<file path="src/rtl/i2c_target_rx.sv">
// Write-only I2C target receiver: START/STOP detect, 7-bit address match,
// ACK/NACK drive, byte handoff. Optional: I2C_TARGET_GLITCH_FILTER_EN.
module i2c_target_rx #(
  parameter logic [6:0] TARGET_ADDR = 7'h50,
  parameter int SYNC_STAGES = 2,
  parameter int FILTER_LEN = 3
) (
  input  logic       clk,
  input  logic       reset,
  input  logic       scl_in,
  input  logic       sda_in,
  output logic       sda_oe,
  output logic [7:0] rx_data,
  output logic       rx_valid,
  input  logic       rx_ready,
  output logic       busy,
  output logic       overrun
);

  typedef enum logic [2:0] {
    IDLE, ADDR, ADDR_ACK, DATA, DATA_ACK, IGNORE
  } state_t;

  generate
    if (SYNC_STAGES < 2 || SYNC_STAGES > 4 || FILTER_LEN < 1) begin : g_bad
      $error("i2c_target_rx: illegal parameter value");
    end
  endgenerate

  logic [SYNC_STAGES-1:0] scl_sync;
  logic [SYNC_STAGES-1:0] sda_sync;
  logic                   scl_s;
  logic                   sda_s;

  // Bring both bus lines into the clk domain; idle bus reads high.
  always_ff @(posedge clk or posedge reset) begin
    if (reset) begin
      scl_sync <= '1;
      sda_sync <= '1;
    end else begin
      scl_sync <= {scl_sync[SYNC_STAGES-2:0], scl_in};
      sda_sync <= {sda_sync[SYNC_STAGES-2:0], sda_in};
    end
  end

`ifdef I2C_TARGET_GLITCH_FILTER_EN
  localparam int FW = $clog2(FILTER_LEN + 1);

  logic [1:0]    raw;
  logic [1:0]    filt;
  logic [FW-1:0] fcnt [2];

  assign raw = {scl_sync[SYNC_STAGES-1], sda_sync[SYNC_STAGES-1]};

  // A line only moves once the new level has held FILTER_LEN cycles.
  always_ff @(posedge clk or posedge reset) begin
    if (reset) begin
      filt    <= 2'b11;
      fcnt[0] <= '0;
      fcnt[1] <= '0;
    end else begin
      for (int i = 0; i < 2; i++) begin
        if (raw[i] != filt[i]) begin
          if (fcnt[i] == FW'(FILTER_LEN - 1)) begin
            filt[i] <= raw[i];
            fcnt[i] <= '0;
          end else begin
            fcnt[i] <= fcnt[i] + FW'(1);
          end
        end else begin
          fcnt[i] <= '0;
        end
      end
    end
  end

  assign scl_s = filt[1];
  assign sda_s = filt[0];
`else
  assign scl_s = scl_sync[SYNC_STAGES-1];
  assign sda_s = sda_sync[SYNC_STAGES-1];
`endif

  logic scl_q;
  logic sda_q;

  // Previous sample of each line for edge detection.
  always_ff @(posedge clk or posedge reset) begin
    if (reset) begin
      scl_q <= 1'b1;
      sda_q <= 1'b1;
    end else begin
      scl_q <= scl_s;
      sda_q <= sda_s;
    end
  end

  logic scl_rise;
  logic scl_fall;
  logic scl_edge;
  logic start_det;
  logic stop_det;

  assign scl_rise  = scl_s & ~scl_q;
  assign scl_fall  = ~scl_s & scl_q;
  assign scl_edge  = scl_rise | scl_fall;
  // An SCL edge in the same cycle masks any SDA edge.
  assign start_det = ~scl_edge & scl_s & ~sda_s & sda_q;
  assign stop_det  = ~scl_edge & scl_s & sda_s & ~sda_q;

  state_t     state;
  logic [3:0] cnt;
  logic [6:0] shreg;
  logic [7:0] nxt;
  logic       ack;
  logic       hold;

  assign nxt = {shreg, sda_s};

  // Protocol FSM; every output is a register.
  always_ff @(posedge clk or posedge reset) begin
    if (reset) begin
      state    <= IDLE;
      cnt      <= '0;
      shreg    <= '0;
      ack      <= 1'b0;
      hold     <= 1'b0;
      sda_oe   <= 1'b0;
      rx_data  <= 8'h00;
      rx_valid <= 1'b0;
      busy     <= 1'b0;
      overrun  <= 1'b0;
    end else begin
      rx_valid <= 1'b0;
      if (start_det) begin
        state   <= ADDR;
        cnt     <= '0;
        hold    <= 1'b0;
        sda_oe  <= 1'b0;
        busy    <= 1'b0;
        overrun <= 1'b0;
      end else if (stop_det) begin
        state  <= IDLE;
        cnt    <= '0;
        hold   <= 1'b0;
        sda_oe <= 1'b0;
        busy   <= 1'b0;
      end else begin
        unique case (state)
          IDLE, IGNORE: begin
          end
          ADDR: begin
            if (scl_rise) begin
              shreg <= nxt[6:0];
              if (cnt == 4'd7) begin
                cnt  <= 4'd8;
                hold <= 1'b0;
                if (nxt[7:1] == TARGET_ADDR && !nxt[0]) begin
                  state <= ADDR_ACK;
                  ack   <= 1'b1;
                  busy  <= 1'b1;
                end else begin
                  state <= IGNORE;
                end
              end else begin
                cnt <= cnt + 4'd1;
              end
            end
          end
          DATA: begin
            if (scl_rise) begin
              shreg <= nxt[6:0];
              if (cnt == 4'd7) begin
                cnt   <= 4'd8;
                hold  <= 1'b0;
                state <= DATA_ACK;
                if (rx_ready) begin
                  rx_data  <= nxt;
                  rx_valid <= 1'b1;
                  ack      <= 1'b1;
                end else begin
                  overrun <= 1'b1;
                  ack     <= 1'b0;
                end
              end else begin
                cnt <= cnt + 4'd1;
              end
            end
          end
          ADDR_ACK, DATA_ACK: begin
            if (scl_fall) begin
              if (!hold) begin
                hold   <= 1'b1;
                sda_oe <= ack;
              end else begin
                hold   <= 1'b0;
                sda_oe <= 1'b0;
                cnt    <= '0;
                state  <= DATA;
              end
            end
          end
          default: state <= IDLE;
        endcase
      end
    end
  end

endmodule

</file>
<file path="config.mk">
export PLATFORM = sky130hd
export DESIGN_NAME = i2c_target_rx
export DESIGN_NICKNAME = d
export VERILOG_FILES = /design/src/rtl/i2c_target_rx.sv
export SDC_FILE = /design/constraint.sdc
export NUM_CORES = 1
export LEC_CHECK = 0
export CAP_MARGIN = 20
export CELL_PAD_IN_SITES_DETAIL_PLACEMENT = 0
export CELL_PAD_IN_SITES_GLOBAL_PLACEMENT = 2
export CORE_ASPECT_RATIO = 1.5
export CORE_MARGIN = 2
export CORE_UTILIZATION = 40
export CTS_CLUSTER_SIZE = 20
export DETAILED_ROUTE_END_ITERATION = 10
export PLACE_DENSITY_LB_ADDON = 0.1
export RECOVER_POWER = 25
export SYNTH_ARGS = -nofsm -noshare
export SYNTH_HDL_FRONTEND = slang
export SYNTH_SLANG_ARGS = --single-unit
</file>
<file path="constraint.sdc">
create_clock -name clk -period 4.3 [get_ports clk]
set_clock_uncertainty 0.2 [all_clocks]
set_input_delay 0.43 -clock clk [delete_from_list [all_inputs] [get_ports clk]]
set_output_delay 0.43 -clock clk [all_outputs]
set_load 0.01 [all_outputs]
</file>
==> flow_summary_export.csv <==
group,metric,value,unit
run_status,run_status,"complete, but fails checks",
run_status,violations,"capacitance limit, slew limit",
synthesis,avgSynthCellArea,11.4,um2
synthesis,synth_ff_type,"dfrtp_1",
synthesis,synth_area_leaders,"dfrtp_1, dfstp_2, nand2_1, mux2_2, buf_6",
sta,setup_viol,0,
drt,drc,0,
placement,dp.cells,199,
hold_path,hold_start,"sda_sync[0]",
floorplanning,ioPinCount,17,
power_and_ir_drop,vdd_drop_max,0.000290,V
floorplanning,initial_core_util,41.5,%
setup_path,crit_type,"in -> async",
clock_tree,clockBufferDepth,2,
clock_tree,hold_buffers,0,
setup_path,r2r-start,"scl_sync[1]",
setup_path,r2r_slack,2.18,ns
placement,place_ws,2.21,ns
power_and_ir_drop,p_per_area,401,mW/mm2
synthesis,ys_ff_latch,34,
global_route,grt_pass1_vias,1105,
synthesis,synth_area,0.00163,mm2
run,maxCapViolations,1,
clock_tree,post_cts_resize_count,0,
hold_path,holdPathStages,0,
synthesis,synth_top_area_share,43.0,%
global_route,grt_use_total,16.0,%
sta,hold_violations,0,
drt,antenna_left,0,
synthesis,syn_inst,143,
clock_tree,clock_latency,0.29,ns
hold_path,holdPathEnd,"sda_sync[1]",
global_route,grt_first_pass_wirelength,5480,um
floorplanning,die_w,56.1,um
global_route,overflow,0,
sta,post-route-period-util,57.0,%
setup_path,endpoint_kind,"async pin",
clock_tree,cts_setup_buffers,0,
final_layout,antenna_cells,0,
placement,hpwl,2360,um
setup_path,startpoint_type,"input pin",
global_route,grt_antenna_before_repair,0,
floorplanning,die_area,0.00461,mm2
sta,worst_slack,1.85,ns
setup_path,cp_max_fo,34,
sta,slew_violations,35,
setup_path,reg2reg_depth,4,
placement,finalWeightedCongestion,0.752,
sta,whs,0.163,ns
sta,relSlewSlack,-19.1,%
final_layout,drive_above_1_share,19.1,%
synthesis,seq_area_frac_synth,52.6,%
synthesis,synth_nets,149,
final_layout,layout.cells.non_filler,207,
floorplanning,coreArea,0.00392,mm2
synthesis,async_flop_share,100,%
synthesis,synth_edf_count,0,
drt,wl,3390,um
global_route,grt_max_degree,35,
synthesis,ys_types,45,
setup_path,critPathLaunch,"reset",
power_and_ir_drop,cellLeakagePower,0.000883,uW
drt,wl_per_cell,16.4,um
hold_path,worstHoldPathType,"reg -> reg",
synthesis,synth.cells.most_frequent,"nand2_1, dfrtp_1, mux2_2",
synthesis,synth_top_cell_by_area,"dfrtp_1",
floorplanning,die-height,82.2,um
final_layout,areaGrowthSynthToFinish,15.6,%
setup_path,rr_endpoint,"rx_data[6]",
final_layout,num-fill-cells,390,
floorplanning,rows,28,
clock_tree,cts_tree,"built",
clock_tree,clkSlewWorstSetupHoldPaths,0.06,ns
sta,rsz0062_at_grt,"false",
sta,tightestPinTransition,1.79,ns
setup_path,required,4.16,ns
clock_tree,cts_made_buffers,5,
synthesis,yosysWarnings,0,
setup_path,cp.arrival,2.31,ns
placement,port_buffers,16,
synthesis,yosysMostFrequentCell,"nand2_1",
sta,final.setup.tns,0,ns
clock_tree,htree_levels,2,
clock_tree,cts_sinks,34,
drt,dr.pass1.iters,4,
drt,vias_per_cell,5.51,
final_layout,nNetsFinal,167,
sta,clock.fmax,0.408,GHz
drt,drtIter0Drc,22,
drt,vias,1141,
clock_tree,cts-root-buf,"clkbuf_8",
sta,min_period,2.45,ns
how the worst max path moves through the flow:
stage / endpoint / depth (start not counted)
2_1_floorplan: state[0] / 5
3_3_place_gp: cnt[1] / 4
3_5_place_dp: rx_data[4] / 4
4_1_cts: rx_data[0] / 4
5_1_grt: cnt[0] / 3
6_report: shreg[6] / 3
cells by family (layout without fill, tap and decap cells):
group / count (synthesis) / after routing / synth area share, %
xor+xnor: 3 / 3 / 2.07
compound gates: 22 / 22 / 10.2
simple gates: 62 / 62 / 22.4
flops: 34 / 34 / 52.6
buf+inv: 10 / 29 / 4.45
fa+ha+maj: 1 / 1 / 0.767
mux: 11 / 11 / 7.44
layout by cell type, fill, tap and decap left out, types with 3 or more instances in the layout:
cell / Yosys / routed
and2_1: 3 / 3
dlygate4sd3_1: 0 / 3
nor3b_1: 3 / 3
mux2_2: 8 / 8
nand2_1: 30 / 30
clkdlybuf4s50_1: 0 / 13
nor2_1: 4 / 4
inv_1: 4 / 4
a21oi_1: 3 / 3
dfrtp_1: 28 / 28
dfstp_2: 6 / 4
nand3b_1: 3 / 3
clkbuf_8: 0 / 6
nand3_1: 4 / 4
a31oi_1: 3 / 3
through the flow:
stage	cell area, um2	util, %	total power, uW
2_1_floorplan	1630	-	493
3_3_place_gp	1800	45.8	512
3_5_place_dp	1800	45.8	516
4_1_cts	1890	48.1	763
5_1_grt	1880	48.0	788
6_report	1880	48.0	756
metal layers:
layer | routed length, um | vias up | track usage [%]
met2 | 1740 | 20 | 27.9
met3 | 107 | 6 | 3.89
met5 | 0 | - | 0
li1 | - | 538 | -
met4 | 72 | 0 | 7.86
met1 | 1470 | 577 | 18.3
cell type report:
type	count	area, um2	share of cell area, %
Clock inverter	1	5.00	0.266
Sequential cell	34	858	45.6
Timing Repair Buffer	17	164	8.70
Inverter	4	15.0	0.797
Multi-Input combinational cell	99	699	37.1
Clock buffer	7	86.3	4.58
Tap cell	45	56.3	2.99
worst max-delay path, cell delays in order:
cell	delay, ns
dlygate4sd3_1	0.54
inv_1	0.05
clkbuf_1	1.28
registers in the layout (all words and copies together), names as in the netlist, 2 cells and up:
register and cells:
cnt 4, shreg 7, scl_sync 2, state 3, sda_sync 2, rx_data 8
power by group:
group          switching [uW]  internal [uW]
sequential               45.1            358
clock                     117            129
combinational            59.6           47.2
Power figures use the tool's default switching activity.
